--- config.mk ---
export PLATFORM = sky130hd
export DESIGN_NAME = addsub20_slice_seq_flat
export DESIGN_NICKNAME = d
export VERILOG_FILES = /design/src/rtl/addsub20_slice_seq_if.sv /design/src/rtl/addsub20_slice_seq.sv /design/src/flat_wrapper.sv
export SDC_FILE = /design/constraint.sdc
export NUM_CORES = 1
export LEC_CHECK = 0
export BUFFER_PORTS_ARGS = -buffer_cell sky130_fd_sc_hd__buf_2
export CORE_MARGIN = 5
export CORE_UTILIZATION = 52
export CTS_CLUSTER_DIAMETER = 150
export DETAILED_ROUTE_END_ITERATION = 10
export MAX_ROUTING_LAYER = met4
export PLACE_DENSITY_LB_ADDON = 0.12
export SETUP_SLACK_MARGIN = 0.3
export SLEW_MARGIN = 20
export SYNTH_ARGS = -nofsm -noshare
export SYNTH_HDL_FRONTEND = slang
export SYNTH_SLANG_ARGS = --single-unit
--- constraint.sdc ---
create_clock -name clk -period 2.3 [get_ports clk]
set_input_delay 0.115 -clock clk [delete_from_list [all_inputs] [get_ports clk]]
set_output_delay 0.115 -clock clk [all_outputs]
set_load 0.01 [all_outputs]
--- src/rtl/addsub20_slice_seq_if.sv ---
// Operand and result handshake bundle for the sliced add/subtract sequencer.
// The master side issues operands and consumes results; the slave side is the sequencer.
interface addsub20_slice_seq_if #(
    parameter int WIDTH = 20
);
    logic             in_valid;
    logic             in_ready;
    logic [WIDTH-1:0] a;
    logic [WIDTH-1:0] b;
    logic             sub;
    logic             out_valid;
    logic             out_ready;
    logic [WIDTH-1:0] result;
    logic             carry_out;
    logic             overflow;

    modport master (
        output in_valid, a, b, sub, out_ready,
        input  in_ready, out_valid, result, carry_out, overflow
    );

    modport slave (
        input  in_valid, a, b, sub, out_ready,
        output in_ready, out_valid, result, carry_out, overflow
    );
endinterface

--- src/rtl/addsub20_slice_seq.sv ---
// Streams WIDTH-bit add/subtract operands LSB-first through one external SLICE-bit CLA slice,
// chaining the carry in a register and assembling the result over NSLICE cycles.
module addsub20_slice_seq #(
    parameter int WIDTH  = 20,
    parameter int SLICE  = 5,
    localparam int NSLICE = WIDTH / SLICE
) (
    input  logic                  clk,
    input  logic                  rst_n,
    addsub20_slice_seq_if.slave   bus,
    output logic [SLICE-1:0]      slice_a,
    output logic [SLICE-1:0]      slice_b,
    output logic                  slice_cin,
    input  logic [SLICE-1:0]      slice_sum,
    input  logic                  slice_carry,
    input  logic                  slice_overflow
);
    localparam int IDXW = (NSLICE > 1) ? $clog2(NSLICE) : 1;

    typedef enum logic [1:0] {
        IDLE,
        RUN,
        DONE
    } state_t;

    state_t           state;
    logic [IDXW-1:0]  idx;
    logic             carry_q;
    logic [WIDTH-1:0] a_q;
    logic [WIDTH-1:0] b_q;
    logic [WIDTH-1:0] result_q;
    logic             carry_out_q;
    logic             overflow_q;

    assign bus.in_ready  = (state == IDLE);
    assign bus.out_valid = (state == DONE);
    assign bus.result    = result_q;
    assign bus.carry_out = carry_out_q;
    assign bus.overflow  = overflow_q;

    // The slice only sees live operands while running; it is held at zero otherwise.
    always_comb begin
        slice_a   = '0;
        slice_b   = '0;
        slice_cin = 1'b0;
        if (state == RUN) begin
            slice_a   = a_q[idx*SLICE +: SLICE];
            slice_b   = b_q[idx*SLICE +: SLICE];
            slice_cin = carry_q;
        end
    end

    // Subtraction is folded in at accept time: B is inverted and the +1 rides in as the first carry.
    always_ff @(posedge clk or negedge rst_n) begin
        if (!rst_n) begin
            state       <= IDLE;
            idx         <= '0;
            carry_q     <= 1'b0;
            a_q         <= '0;
            b_q         <= '0;
            result_q    <= '0;
            carry_out_q <= 1'b0;
            overflow_q  <= 1'b0;
        end else begin
            case (state)
                IDLE: begin
                    if (bus.in_valid) begin
                        a_q     <= bus.a;
                        b_q     <= bus.b ^ {WIDTH{bus.sub}};
                        carry_q <= bus.sub;
                        idx     <= '0;
                        state   <= RUN;
                    end
                end
                RUN: begin
                    result_q[idx*SLICE +: SLICE] <= slice_sum;
                    carry_q                      <= slice_carry;
                    if (idx == IDXW'(NSLICE - 1)) begin
                        carry_out_q <= slice_carry;
                        overflow_q  <= slice_overflow;
                        idx         <= '0;
                        state       <= DONE;
                    end else begin
                        idx <= idx + 1'b1;
                    end
                end
                DONE: begin
                    if (bus.out_ready) begin
                        state <= IDLE;
                    end
                end
                default: state <= IDLE;
            endcase
        end
    end
endmodule
--- src/flat_wrapper.sv ---
// flat-port wrapper written by rule: the top's interface ports become plain ports
module addsub20_slice_seq_flat 
#(
    parameter int WIDTH  = 20,
    parameter int SLICE  = 5,
    localparam int NSLICE = WIDTH / SLICE
)
  (clk, rst_n, slice_a, slice_b, slice_cin, slice_sum, slice_carry, slice_overflow, bus_in_valid, bus_a, bus_b, bus_sub, bus_out_ready, bus_in_ready, bus_out_valid, bus_result, bus_carry_out, bus_overflow);
  addsub20_slice_seq_if #(.WIDTH(WIDTH)) bus_i ();
  input  logic clk;
  input  logic rst_n;
  output logic [SLICE-1:0] slice_a;
  output logic [SLICE-1:0] slice_b;
  output logic slice_cin;
  input  logic [SLICE-1:0] slice_sum;
  input  logic slice_carry;
  input  logic slice_overflow;
  input wire logic [$bits(bus_i.in_valid)-1:0] bus_in_valid;
  input wire logic [$bits(bus_i.a)-1:0] bus_a;
  input wire logic [$bits(bus_i.b)-1:0] bus_b;
  input wire logic [$bits(bus_i.sub)-1:0] bus_sub;
  input wire logic [$bits(bus_i.out_ready)-1:0] bus_out_ready;
  output wire logic [$bits(bus_i.in_ready)-1:0] bus_in_ready;
  output wire logic [$bits(bus_i.out_valid)-1:0] bus_out_valid;
  output wire logic [$bits(bus_i.result)-1:0] bus_result;
  output wire logic [$bits(bus_i.carry_out)-1:0] bus_carry_out;
  output wire logic [$bits(bus_i.overflow)-1:0] bus_overflow;
  assign bus_i.in_valid = bus_in_valid;
  assign bus_i.a = bus_a;
  assign bus_i.b = bus_b;
  assign bus_i.sub = bus_sub;
  assign bus_i.out_ready = bus_out_ready;
  assign bus_in_ready = bus_i.in_ready;
  assign bus_out_valid = bus_i.out_valid;
  assign bus_result = bus_i.result;
  assign bus_carry_out = bus_i.carry_out;
  assign bus_overflow = bus_i.overflow;
  addsub20_slice_seq #(.WIDTH(WIDTH), .SLICE(SLICE)) u_core (.clk(clk), .rst_n(rst_n), .bus(bus_i), .slice_a(slice_a), .slice_b(slice_b), .slice_cin(slice_cin), .slice_sum(slice_sum), .slice_carry(slice_carry), .slice_overflow(slice_overflow));
endmodule
==> run metrics, run 1 <==
total track usage=19.1%; boundary pin count=87; Crit. End Element=output port; Critical Path AT=1.79 ns; vias per inst=5.10; area of the multi-input gates=1370 sq um; worst hold path type=input port to flip-flop; Tmin final=1.91 ns; metal3 WL=465 um; nets=438; Slew Viols, Final=0; worst setup margin=0.391 ns; CP Data Required Time=2.18 ns; die area=7750 sq um; Synth Register Bits=67; H-tree level count=3; outcome=completed; Routed WL=6760 um; PwrDens=1350 nW/um^2; Sequential Area=1680 sq um; CP max FO=13; Setup WS pre-CTS=0.569 ns; starting density of the core=53.5%; CTS Buf Count=9; gp weighted congestion=0.723; Yosys cell types=29; via count of the first global-routing pass=2337; Post-DP Area=3640 sq um; post-DP HPWL=4560 um; Lkg Pwr=1.89 nW; # port buffers=86; die height=88.0 um; Syn Inst Count=281; Final Skew=0.00701 ns; Antenna Violating Nets Remaining=0; Design Area, Final=4010 sq um; CP Class=flip-flop to output port; first-pass iteration count of the detailed router=4; share of cells above drive strength 1=34.0%; CTS tree=built; yosys warns=0; initial antenna violation count=0; crit-path cells=or3b_4 -> o22ai_1 -> buf_2; Max VDD drop=0.729 mV; core area=5920 sq um; DR iter-0 viols=81; FILL cells=472; Area growth syn-to-layout=26.7%; relative slew slack=61.5%; Hold Startpoint=bus_a[7]; row cnt=28; syn_area_per_cell=11.3 sq um; final worst path period share=83.0%; largest net degree at the start of global routing=63; Total Neg Setup Slack=0 ns; Reg clk slew, reported paths=0.07 ns; synthesized net count=339; Hold Vio Cnt, Final=0; crit path launch=u_core.idx[0]$_DFFE_PN0P_; CP peak stage delay=0.55 ns; Top Metal Used=met4; clock sink count=67; wl on met1=3230 um; DRC=0; Max Buffers Root-to-Sink=2; # setup viols final=0; worst path bufs/invs=1; cell family with most CP delay=simple AND/OR/NAND/NOR gates; Peak Freq=0.524 GHz; Overflow after GRT=0; clk_lat worst skew=0.34 ns; DR WL/cell=14.7 um; crit path launch type=flip-flop; RSZ-0062 raised after global routing=no; via count=2348; Setup Fix Bufs, Post-CTS=0; Root Buffer=clkbuf_8; FF-to-FF Start=u_core.idx[0]$_DFFE_PN0P_; antenna cells=0; metal2 WL=2940 um; register area share after synthesis=52.9%; Max-Cap Viols=0; CP max stage cell=or3b_4; Die W=88.0 um; global-route wire length before repair=11000 um; measured slew at the worst slew-check pin=0.577 ns; synthesized area=3170 sq um
==> report_power, final <==
group	switching, W	leakage, nW	internal, W
Combinational	0.00120	0.966	0.00106
Clock	0.000440	0.113	0.000668
Sequential	0.000341	0.809	0.00171
Total	0.00198	1.89	0.00344
==> routing by layer <==
layer	track usage (%)	vias up
met2	27.9	66
met1	25.2	1104
met3	5.55	13
met5	-	-
met4	7.28	0
li1	-	1165
==> Yosys cell counts, drive strengths merged <==
| cell type | instances | area share (%) |
|---|---|---|
| mux2i | 20 | 6.3 |
| o21ai | 12 | 1.9 |
| o31ai | 7 | 1.7 |
| xnor2 | 20 | 5.5 |
| and2 | 1 | 0.20 |
| mux2 | 22 | 7.8 |
| a21oi | 21 | 3.3 |
| clkbuf | 1 | 0.12 |
| nor2b | 2 | 0.40 |
| nand2b | 5 | 0.99 |
| a22oi | 1 | 0.24 |
| o22ai | 10 | 2.0 |
| nor3b | 1 | 0.59 |
| a21o | 1 | 0.24 |
| nor3 | 1 | 0.51 |
| a22o | 5 | 1.4 |
| dfrtp | 67 | 53 |
| nor4bb | 1 | 0.32 |
| or3b | 1 | 0.36 |
| buf | 15 | 3.2 |
| nand3b | 3 | 0.71 |
| inv | 4 | 0.47 |
| nor2 | 23 | 2.7 |
| ha | 6 | 2.4 |
| nand3 | 2 | 0.32 |
| nand2 | 29 | 3.4 |
==> stage by stage <==
step	utilization [%]	instances	total power [W]	hold WS (ns)
floorplan	-	281	0.00365	-0.181
global placement	61.5	430	0.00427	0.136
detailed placement	61.5	430	0.00433	0.154
CTS	67.6	459	0.00547	0.000654
global route	67.8	460	0.00583	-0.00603
finish	67.8	460	0.00542	0.00693
==> cells by family (layout without fill, tap and decap cells) <==
family	after synthesis	after routing	share of synthesized area (%)
buffers and inverters	20	124	3.75
AO/OA/AOI/OAI	57	57	10.7
AND/OR/NAND/NOR	69	69	10.5
multiplexers	42	42	14.1
flip-flops	67	67	52.9
adder cells (fa/ha/maj)	6	6	2.37
XOR/XNOR	20	20	5.53
==> registers in the layout, indices dropped and copies added (netlist names) <==
register / cells
u_core.a_q: 20
u_core.b_q: 20
u_core.bus.result: 20
u_core.idx: 2
u_core.state: 2
u_core.bus.carry_out: 1
u_core.bus.overflow: 1
u_core.carry_q: 1
==> final timing paths <==
check	slack [ns]	to	cells after the start
min reg2reg	0.47	u_core.bus.result[5]$_DFFE_PN0P_	2
min	0.007	u_core.a_q[7]$_DFFE_PN0P_	2
min in group asynchronous	0.30	u_core.bus.result[9]$_DFFE_PN0P_	2
max in group asynchronous	1.37	u_core.b_q[17]$_DFFE_PN0P_	3
max	0.39	slice_b[3]	3
max reg2reg	0.53	u_core.bus.result[4]$_DFFE_PN0P_	5
==> area by class of cell <==
cell class                      instances  share of cell area (%)
Inverter                                4                   0.374
Timing Repair Buffer                  104                    15.6
Sequential cell                        67                    41.8
Clock buffer                           12                    3.87
Clock inverter                          4                    1.81
Tap cell                               75                    2.34
Multi-Input combinational cell        194                    34.2
==> what timing repair did <==
action | CTS | global route
resized for setup | 0 | 2
endpoints found under the setup margin | 0 | 10
hold endpoints to repair | 35 | 1
hold buffers | 13 | 1
==> cells in the final DEF (no fill, tap or decap), types with 2 or more instances in the layout <==
| cell | instances |
|---|---|
| buf_4 | 2 |
| nand2b_1 | 5 |
| a21oi_1 | 21 |
| o22ai_1 | 10 |
| nor2_1 | 23 |
| nand3b_1 | 3 |
| nand3_1 | 2 |
| inv_1 | 4 |
| a22o_1 | 5 |
| bufinv_16 | 2 |
| o31ai_1 | 7 |
| nand2_1 | 28 |
| ha_1 | 6 |
| buf_12 | 2 |
| dlygate4sd3_1 | 14 |
| nor2b_1 | 2 |
| mux2i_1 | 20 |
| dfrtp_1 | 66 |
| clkbuf_8 | 11 |
| mux2_2 | 21 |
| xnor2_1 | 20 |
| o21ai_0 | 12 |
| buf_2 | 86 |
(Power assumes the default switching activity.)
==> run 2: changes to the inputs <==
--- a/config.mk
+++ b/config.mk
@@ -5,9 +5,10 @@
 export SDC_FILE = /design/constraint.sdc
 export NUM_CORES = 1
 export LEC_CHECK = 0
+export ABC_AREA = 1
 export BUFFER_PORTS_ARGS = -buffer_cell sky130_fd_sc_hd__buf_2
 export CORE_MARGIN = 5
-export CORE_UTILIZATION = 52
+export CORE_UTILIZATION = 47
 export CTS_CLUSTER_DIAMETER = 150
 export DETAILED_ROUTE_END_ITERATION = 10
 export MAX_ROUTING_LAYER = met4
==> constraint.sdc (replaced) <==
create_clock -name clk -period 1.7 [get_ports clk]
set_input_delay 0.085 -clock clk [delete_from_list [all_inputs] [get_ports clk]]
set_output_delay 0.085 -clock clk [all_outputs]
set_load 0.01 [all_outputs]
==> run 2 against run 1 <==
Compared with the run above:
- total power up 51%
- critical path depth increased by 3
- non-clock buffer count increased by 25
- sequential share of layout area down 5.3 points
==> run metrics, run 2 <==
outcome=completed (unchanged); Routed WL=8470 um (was 6760 um); Synth Register Bits=67 (unchanged); top cell type's share of synthesized area=51.0% (was 52.9%); Yosys top cell by area=dfrtp_1 (unchanged); syn_area_per_cell=7.98 sq um (was 11.3 sq um); total track usage=20.0% (was 19.1%); PwrDens=1790 nW/um^2 (was 1350 nW/um^2); Area growth syn-to-layout=39.9% (was 26.7%); Lkg Pwr=2.35 nW (was 1.89 nW); starting density of the core=48.4% (was 53.5%); commonest cells in the netlist=nand2_1, dfrtp_1, inv_1 (was dfrtp_1, nand2_1, nor2_1); Flop pwr share=32.6% (was 37.9%); antenna cells=0 (unchanged); design internal power=0.00475 W (was 0.00344 W); H-tree level count=3 (unchanged); relative slew slack=61.1% (was 61.5%); Die W=93.7 um (was 88.0 um); DR WL/cell=13.4 um (was 14.7 um); most common cell after layout, fill and taps aside=nand2_1 (was buf_2); Total Neg Setup Slack=0 ns (unchanged); register area share after synthesis=51.0% (was 52.9%); Switching Fraction=42.2% (was 36.6%); DR iter-0 viols=112 (was 81); asr flop ratio synth=100% (unchanged); worst hold path type=input port to flip-flop (unchanged); Setup WS pre-CTS=0.264 ns (was 0.569 ns); yosys warns=0 (unchanged); vias per inst=4.71 (was 5.10); WHS=0.00767 ns (was 0.00693 ns); Overflow after GRT=0 (unchanged); Reg clk slew, reported paths=0.07 ns (about the same); clock power share=14.5% (was 20.4%); Post-synth EDFFs=0 (unchanged); share of cells above drive strength 1=31.2% (was 34.0%); Antenna Violating Nets Remaining=0 (unchanged); clock sink count=67 (unchanged); global-route wire length before repair=13600 um (was 11000 um); die area=8770 sq um (was 7750 sq um); largest net degree at the start of global routing=68 (was 63); die height=93.7 um (was 88.0 um); Max VDD drop=1.01 mV (was 0.729 mV); Hold Vio Cnt, Final=0 (unchanged); Peak Freq=0.646 GHz; Max Buffers Root-to-Sink=2 (unchanged); via count of the first global-routing pass=2905 (was 2337); Switch Pwr=0.00347 W (was 0.00198 W); Area contributors post-synth=dfrtp_1, nand2_1, inv_1 (was dfrtp_1, mux2_2, mux2i_1); RSZ-0062 raised after global routing=yes (was no); Tmin final=1.55 ns; Slew Viols, Final=0 (unchanged); crit path launch type=flip-flop (unchanged); Max-Cap Viols=0 (unchanged); CP Class=flip-flop to output port (unchanged); synthesized area=3290 sq um (was 3170 sq um); Final Skew=0.00683 ns (was 0.00701 ns); worst setup margin=0.152 ns (was 0.391 ns); first-pass iteration count of the detailed router=4 (unchanged); gp weighted congestion=0.774 (was 0.723); Comb power frac=52.9% (was 41.7%); boundary pin count=87 (unchanged); core area=6790 sq um (was 5920 sq um); Critical Path AT=1.46 ns (was 1.79 ns); row cnt=30 (was 28); via count=2986 (was 2348); commonest non-fill, non-tap cells in the layout=nand2_1, buf_2, dfrtp_1, inv_1, o21ai_0 (was buf_2, dfrtp_1, nand2_1, nor2_1); Crit. End Element=output port (unchanged); initial antenna violation count=0 (unchanged); nets=591 (was 438); Yosys cell types=20 (was 29); Top FF cell, synth=dfrtp_1 (unchanged); Syn Inst Count=412 (was 281); # port buffers=86 (unchanged); CTS tree=built (unchanged); measured slew at the worst slew-check pin=0.583 ns (was 0.577 ns); clk_lat worst skew=0.34 ns (about the same); # setup viols final=0 (unchanged); post-DP HPWL=5600 um (was 4560 um); CP max FO=10 (was 13); top-count cell post-synth=nand2_1 (was dfrtp_1); CTS Buf Count=9 (unchanged); synthesized net count=470 (was 339); final worst path period share=91.1%; CP Data Required Time=1.62 ns (was 2.18 ns); Root Buffer=clkbuf_8 (unchanged); DRC=0 (unchanged)
[run 2: cell count changes after synthesis, moves of 10 or more]
cell and delta:
nand3_1 +26, inv_1 +47, nor2_1 -16, mux2_2 -21, o22ai_1 -10, nand2_1 +108, o21ai_0 +20, o21ai_1 +23
a21oi_1 -11, mux2i_1 -20
[run 2: worst paths after layout]
kind	slack [ns]	depth (start not counted)	start	end
max	0.15	6	u_core.idx[0]$_DFFE_PN0P_	slice_a[3]
min	0.008	3	slice_overflow	u_core.bus.overflow$_DFFE_PN0P_
max reg2reg	0.26	8	u_core.idx[0]$_DFFE_PN0P_	u_core.bus.result[3]$_DFFE_PN0P_
min reg2reg	0.47	2	u_core.bus.carry_out$_DFFE_PN0P_	u_core.bus.carry_out$_DFFE_PN0P_
max in group asynchronous	1.10	3	rst_n	u_core.state[0]$_DFFE_PN0P_
min in group asynchronous	0.29	3	rst_n	u_core.bus.result[9]$_DFFE_PN0P_
[run 2: metrics by stage]
stage | std cells | instance area [sq um] | total power, W | util (%)
after global placement | 585 | 3870 | 0.00604 | 57.0
after detailed placement | 585 | 3870 | 0.00613 | 57.0
after CTS | 628 | 4390 | 0.00770 | 64.7
final | 634 | 4600 | 0.00821 | 67.7
after global routing | 634 | 4600 | 0.00888 | 67.7
after floorplan | 412 | 3330 | 0.00498 | -
[run 2: cells by family (layout without fill, tap and decap cells)]
| kind of cell | after synthesis | count (layout) | synth area share (%) |
|---|---|---|---|
| compound gates | 69 | 69 | 10.8 |
| buf+inv | 73 | 199 | 8.82 |
| simple gates | 177 | 177 | 21.8 |
| fa+ha+maj | 6 | 6 | 2.28 |
| xor+xnor | 20 | 20 | 5.33 |
| flops | 67 | 67 | 51.0 |
[run 2: layer usage]
layer | vias to the layer above | wire [um] | track usage [%]
li1 | 1521 | - | -
met1 | 1393 | 3760 | 26.2
met2 | 65 | 4210 | 31.8
met3 | 7 | 426 | 3.93
met4 | 0 | 75 | 6.14
met5 | - | 0 | -
[run 2: power groups by stage]
stage	Sequential [W]	Combinational [W]	Clock, W
finish	0.00268	0.00434	0.00119
global route	0.00277	0.00483	0.00128
CTS	0.00268	0.00380	0.00121
detailed placement	0.00269	0.00345	0
global placement	0.00266	0.00338	0
floorplan	0.00270	0.00228	0
[run 2: layout make-up]
cell class | count | area [sq um]
multi-input cells | 272 | 1500
inverters | 54 | 213
repair buffers | 129 | 913
clock buffers | 14 | 163
fillers | 572 | 2190
well taps | 96 | 120
clock inverters | 2 | 10.0
flip-flops and latches | 67 | 1680
[run 2: repair_timing]
item,4_1_cts,5_1_grt
hold buffers,22,0
cloned,0,1
setup buffers,5,5
setup endpoints to repair,18,72
hold endpoints to repair,88,0
gates resized for setup,30,34
pin swaps,4,12
[run 2: critical path: stages, from the launching register on]
cell,delay (ns)
dfrtp_2,0.47
inv_6,0.07
buf_6,0.14
nand2_1,0.06
nand3_1,0.08
a21oi_1,0.16
buf_2,0.15
